===== config.mk =====
export PLATFORM = sky130hd
export DESIGN_NAME = ps2_scancode_decoder
export DESIGN_NICKNAME = d
export VERILOG_FILES = /design/src/rtl/ps2_scancode_decoder.sv
export SDC_FILE = /design/constraint.sdc
export NUM_CORES = 1
export LEC_CHECK = 0
export CAP_MARGIN = 30
export CORE_ASPECT_RATIO = 1.5
export CORE_MARGIN = 8
export CORE_UTILIZATION = 55
export DETAILED_ROUTE_END_ITERATION = 10
export DONT_BUFFER_PORTS = 1
export PLACE_DENSITY = 0.71
export SYNTH_ARGS = -nofsm -noshare
export SYNTH_HDL_FRONTEND = slang
export SYNTH_SLANG_ARGS = --single-unit
export TNS_END_PERCENT = 30

===== constraint.sdc =====
create_clock -name clk -period 2.4 [get_ports clk]
set_input_delay 0.12 -clock clk [delete_from_list [all_inputs] [get_ports clk]]
set_output_delay 0.12 -clock clk [all_outputs]
set_load 0.005 [all_outputs]

===== src/rtl/ps2_scancode_decoder.sv =====
// ps2_scancode_decoder
//   Receives PS/2 keyboard frames and removes the E0/F0/E1 prefixes. Each make
//   or break code produces one scan_received pulse. At that pulse scan,
//   extended and released are valid, and they hold until the next pulse.
//
//   Processing order:
//     1. The raw pins are synchronised.
//     2. The PS/2 clock is glitch-filtered.
//     3. The 11-bit frame is deserialised and its parity and stop bit are checked.
//     4. Prefix bytes and protocol bytes (BAT, ACK, echo, resend, error,
//        overrun) are decoded.
//
// Ports
//   clk            system clock
//   rst_n          asynchronous active-low reset
//   ps2clk         raw PS/2 clock pin (asynchronous)
//   ps2data        raw PS/2 data pin (asynchronous)
//   scan_received  one-cycle pulse, new scan/extended/released valid
//   scan           scancode with prefixes removed
//   extended       code was preceded by E0
//   released       code was preceded by F0
//   frame_error    one-cycle pulse on bad start/parity/stop bit or timeout
//
// Receiver states
//   state      | meaning
//   RX_IDLE    | waiting for a start bit
//   RX_DATA    | shifting in 8 data bits, LSB first
//   RX_PARITY  | sampling the odd-parity bit
//   RX_STOP    | sampling the stop bit, then reporting the byte or an error
module ps2_scancode_decoder #(
   parameter int FILTER_LEN = 8,
   parameter int TIMEOUT    = 56000
) (
   input  logic       clk,
   input  logic       rst_n,
   input  logic       ps2clk,
   input  logic       ps2data,
   output logic       scan_received,
   output logic [7:0] scan,
   output logic       extended,
   output logic       released,
   output logic       frame_error
);

   typedef enum logic [1:0] {RX_IDLE, RX_DATA, RX_PARITY, RX_STOP} rx_state_t;

   localparam logic [3:0]  FLT_LAST = 4'(FILTER_LEN - 1);
   localparam logic [15:0] TO_LOAD  = 16'(TIMEOUT - 1);

   logic [1:0]  clk_sync, data_sync;
   logic        clk_s, data_s;
   logic        clk_filt;
   logic [3:0]  flt_cnt;
   logic        fe;

   rx_state_t   state;
   logic [2:0]  bitcnt;
   logic [7:0]  shreg;
   logic        parity_bit;
   logic [15:0] to_cnt;
   logic        to_expired;
   logic        byte_valid;
   logic        timeout_hit;

   logic        ext, rel;
   logic [2:0]  skip;

   assign clk_s  = clk_sync[1];
   assign data_s = data_sync[1];

   // Synchronisers reset to the idle-high line level so that leaving reset
   // never produces a spurious edge.
   always_ff @(posedge clk or negedge rst_n) begin
      if (!rst_n) begin
         clk_sync  <= 2'b11;
         data_sync <= 2'b11;
      end else begin
         clk_sync  <= {clk_sync[0], ps2clk};
         data_sync <= {data_sync[0], ps2data};
      end
   end

   // The filtered clock follows the synchronised clock only after FILTER_LEN
   // consecutive samples that disagree with it. fe is produced on the same
   // edge that moves the filtered clock from high to low.
   always_ff @(posedge clk or negedge rst_n) begin
      if (!rst_n) begin
         clk_filt <= 1'b1;
         flt_cnt  <= '0;
         fe       <= 1'b0;
      end else begin
         fe <= 1'b0;
         if (clk_s == clk_filt) begin
            flt_cnt <= '0;
         end else if (flt_cnt == FLT_LAST) begin
            clk_filt <= clk_s;
            flt_cnt  <= '0;
            fe       <= clk_filt & ~clk_s;
         end else begin
            flt_cnt <= flt_cnt + 4'd1;
         end
      end
   end

   // Down-counting frame watchdog: it reloads on every falling edge and
   // whenever the receiver is idle, and it expires at terminal count zero.
   always_ff @(posedge clk or negedge rst_n) begin
      if (!rst_n)
         to_cnt <= '0;
      else if (state == RX_IDLE || fe)
         to_cnt <= TO_LOAD;
      else if (to_cnt != 16'd0)
         to_cnt <= to_cnt - 16'd1;
   end

   assign to_expired = (state != RX_IDLE) && !fe && (to_cnt == 16'd0);

   always_ff @(posedge clk or negedge rst_n) begin
      if (!rst_n) begin
         state       <= RX_IDLE;
         bitcnt      <= '0;
         shreg       <= '0;
         parity_bit  <= 1'b0;
         byte_valid  <= 1'b0;
         frame_error <= 1'b0;
         timeout_hit <= 1'b0;
      end else begin
         byte_valid  <= 1'b0;
         frame_error <= 1'b0;
         timeout_hit <= 1'b0;
         if (to_expired) begin
            state       <= RX_IDLE;
            frame_error <= 1'b1;
            timeout_hit <= 1'b1;
         end else if (fe) begin
            case (state)
               RX_IDLE: begin
                  if (!data_s) begin
                     state  <= RX_DATA;
                     bitcnt <= '0;
                  end else begin
                     frame_error <= 1'b1;
                  end
               end
               RX_DATA: begin
                  shreg  <= {data_s, shreg[7:1]};
                  bitcnt <= bitcnt + 3'd1;
                  if (bitcnt == 3'd7)
                     state <= RX_PARITY;
               end
               RX_PARITY: begin
                  parity_bit <= data_s;
                  state      <= RX_STOP;
               end
               RX_STOP: begin
                  if (data_s && ((^shreg) ^ parity_bit))
                     byte_valid <= 1'b1;
                  else
                     frame_error <= 1'b1;
                  state <= RX_IDLE;
               end
               default: state <= RX_IDLE;
            endcase
         end
      end
   end

   // shreg is stable until the next frame's first data bit, so the decoder
   // reads it directly on the cycle after byte_valid.
   always_ff @(posedge clk or negedge rst_n) begin
      if (!rst_n) begin
         ext           <= 1'b0;
         rel           <= 1'b0;
         skip          <= '0;
         scan          <= '0;
         extended      <= 1'b0;
         released      <= 1'b0;
         scan_received <= 1'b0;
      end else begin
         scan_received <= 1'b0;
         if (timeout_hit) begin
            ext  <= 1'b0;
            rel  <= 1'b0;
            skip <= '0;
         end else if (byte_valid) begin
            if (skip != 3'd0) begin
               skip <= skip - 3'd1;
            end else begin
               case (shreg)
                  8'hE0: ext  <= 1'b1;
                  8'hF0: rel  <= 1'b1;
                  8'hE1: skip <= 3'd7;
                  8'hAA, 8'hFA, 8'hEE, 8'hFE, 8'hFC, 8'h00, 8'hFF: begin
                     ext <= 1'b0;
                     rel <= 1'b0;
                  end
                  default: begin
                     scan          <= shreg;
                     extended      <= ext;
                     released      <= rel;
                     scan_received <= 1'b1;
                     ext           <= 1'b0;
                     rel           <= 1'b0;
                  end
               endcase
            end
         end
      end
   end

endmodule


==> flow_summary.json <==
{
  "yosysTopAreaCell": "dfrtp_1",
  "totalWireLength_um": 5820,
  "critPathRequiredTime_ns": 2.65,
  "syn_nets": 320,
  "port_buffers": 0,
  "start_util_pct": 56.3,
  "rsz0062_at_grt": "no",
  "synth_area_per_cell_um2": 10.5,
  "drc": 0,
  "grt_use_met3_pct": 4.86,
  "gp_congestion": 0.831,
  "coreArea_um2": 5410,
  "syn_to_final_growth_pct": 11.3,
  "fin_cells": 375,
  "cp-start-kind": "flop",
  "maxCapViolations": 0,
  "ioPinCount": 16,
  "crit_fanout": 10,
  "p_per_area_nw_per_um2": 588,
  "final_common_cell": "dfrtp_1",
  "die_h_um": 107,
  "vias_per_cell": 5.84,
  "place_inst": 356,
  "grt_pass1_vias": 2186,
  "synth-main-ff-cell": "dfrtp_1",
  "cts_setup_buffers": 0,
  "whs_ns": 0.309,
  "h-tree-depth": 3,
  "ys_warn_count": 0,
  "synth_edf_count": 0,
  "total_leakage_power_nw": 1.42,
  "numCtsBuffers": 9,
  "grt_usage_pct": 15.2,
  "skew_ns": 0.00700,
  "ys_top_cells_by_area": "dfrtp_1 (44%), ha_1 (11%), dfstp_2 (4.3%)",
  "tritoncts": "yes",
  "path_class": "flop to flop",
  "tns_ns": 0,
  "worstSetupEndpointType": "flop",
  "finalCriticalPeriod_ns": 2.15,
  "ir_drop_mv": 0.404,
  "grt_pass1_wl_um": 10000,
  "syn-cell-area_um2": 3040,
  "grtUsageMet1_pct": 15.4,
  "synth-seq-cells": 59,
  "final_cell_area_um2": 3390,
  "setup_ws_ns": 0.248,
  "drt-initial-drc-count": 86,
  "async_reset_ff_share_pct": 100,
  "fin_crit_sh_pct": 89.7,
  "netlist_instances": 290,
  "drive_above_1_share_pct": 15.1,
  "clkLatencyLatePin_ns": 0.34,
  "hold_violations": 0,
  "gr-total-overflow": 0,
  "die_x_um": 76.7,
  "layout_common_cells": "dfrtp_1 (54), ha_1 (26), nand2_1 (19), nor2_1 (18), inv_1 (17)",
  "postRouteAntennaNets": 0,
  "status": "finished, final reports clean",
  "grt.busiest_layer": "met2",
  "drt-wirelength-per-cell_um": 15.5,
  "rows": 33,
  "drv_slew": 0,
  "nets": 331,
  "drtPass1Iterations": 4,
  "worst_slew_pin_slew_ns": 0.632,
  "clkTransAtPathRegs_ns": 0.06,
  "antennaDiodeCount": 0,
  "num_vias": 2190,
  "yosys.area.top_type_share_pct": 44.4,
  "relSlewSlack_pct": 57.8,
  "clockBufferDepth": 2,
  "dpl.hpwl_um": 4160,
  "yosysUniqueCellTypes": 52,
  "grt.met2_usage_pct": 27.8,
  "grt_antenna_before_repair": 0,
  "fillers": 445,
  "worstHoldPathType": "primary input to async pin",
  "ys_seq_area_share_pct": 48.7,
  "grt_max_degree": 60,
  "die_area_um2": 8220,
  "pre_cts_ws_ns": 0.318,
  "clkSinkCount": 59,
  "root_buffer": "clkbuf_8",
  "fmax_mhz": 465,
  "crit_arrival_ns": 2.40,
  "placed_area_um2": 3130,
  "setup_viol": 0
}
## final timing paths
check / startpoint / endpoint / slack (ns) / cells past startpoint
setup / recovery: to_cnt[0] / to_cnt[10] / 0.25 / 6
hold / removal: rst_n / bitcnt[2] / 0.31 / 2
setup reg to reg: to_cnt[0] / to_cnt[10] / 0.25 / 6
hold reg to reg: clk_sync[0] / clk_sync[1] / 0.36 / 0
max in group asynchronous: rst_n / clk_sync[1] / 1.78 / 2
min in group clk: ps2data / data_sync[0] / 0.33 / 1
## cell type report
class	count	area (um^2)	area share [%]
Clock buffer	14	193	5.68
Clock inverter	1	5.00	0.148
Inverter	17	63.8	1.88
Multi-Input combinational cell	204	1460	42.9
Sequential cell	59	1480	43.7
Tap cell	70	87.6	2.58
Timing Repair Buffer	10	103	3.03
## logic make-up after synthesis
kind of cell / count (synthesis) / share of synthesized area (%)
xor+xnor: 4 / 1.60
simple gates: 99 / 17.5
flops: 59 / 48.7
buf+inv: 27 / 3.49
mux: 13 / 4.73
compound gates: 62 / 13.3
fa+ha+maj: 26 / 10.7
## state kept, by name, summed over array words and instances (netlist names), 2 cells and up
name / flops
clk_sync: 2
to_cnt: 16
shreg: 8
scan: 8
bitcnt: 3
skip: 3
flt_cnt: 4
state: 2
data_sync: 2
## stage by stage
stage                     utilization [%]  total power [mW]
after detailed placement             57.9              1.10
after global routing                 62.7              2.07
after floorplan                         -              1.09
final                                62.7              1.99
after global placement               57.9              1.10
after CTS                            62.7              2.01
## metal layers
metal | wire [um] | part of all wire (%)
met4 | 99 | 1.7
met2 | 3150 | 54
met5 | 0 | 0
met3 | 197 | 3.4
met1 | 2370 | 41
## critical path, stage by stage, from the launching register on
cell     delay, ns
dfrtp_1       0.40
inv_1         0.11
ha_1          0.17
or3b_1        0.38
or2_1         0.33
or4_1         0.48
a21oi_1       0.20
## report_power, final
| part | switching, mW | internal [mW] |
|---|---|---|
| logic | 0.0413 | 0.0317 |
| registers | 0.0168 | 1.02 |
| clock network | 0.372 | 0.508 |
| total | 0.430 | 1.56 |
## repair_timing
action,in CTS,in global routing
hold endpoints to repair,61,0
hold buffers,4,0
endpoints found under the setup margin,0,0
gates resized for setup,0,0
## synth_stat cells (all sizes together), types with 2 or more instances
cell	number
dfrtp	54
ha	26
o21ai	20
nand2	19
nor2	18
inv	17
a21oi	14
nor3	14
mux2	11
nand3	10
or4	8
o31ai	7
or2	7
clkbuf	6
or3	6
dfstp	5
buf	4
a211oi	3
o211ai	3
or4b	3
xnor2	3
and2	2
mux2i	2
nand2b	2
nand3b	2
nand4	2
nor2b	2
nor4	2
Power figures use the tool's default switching activity.
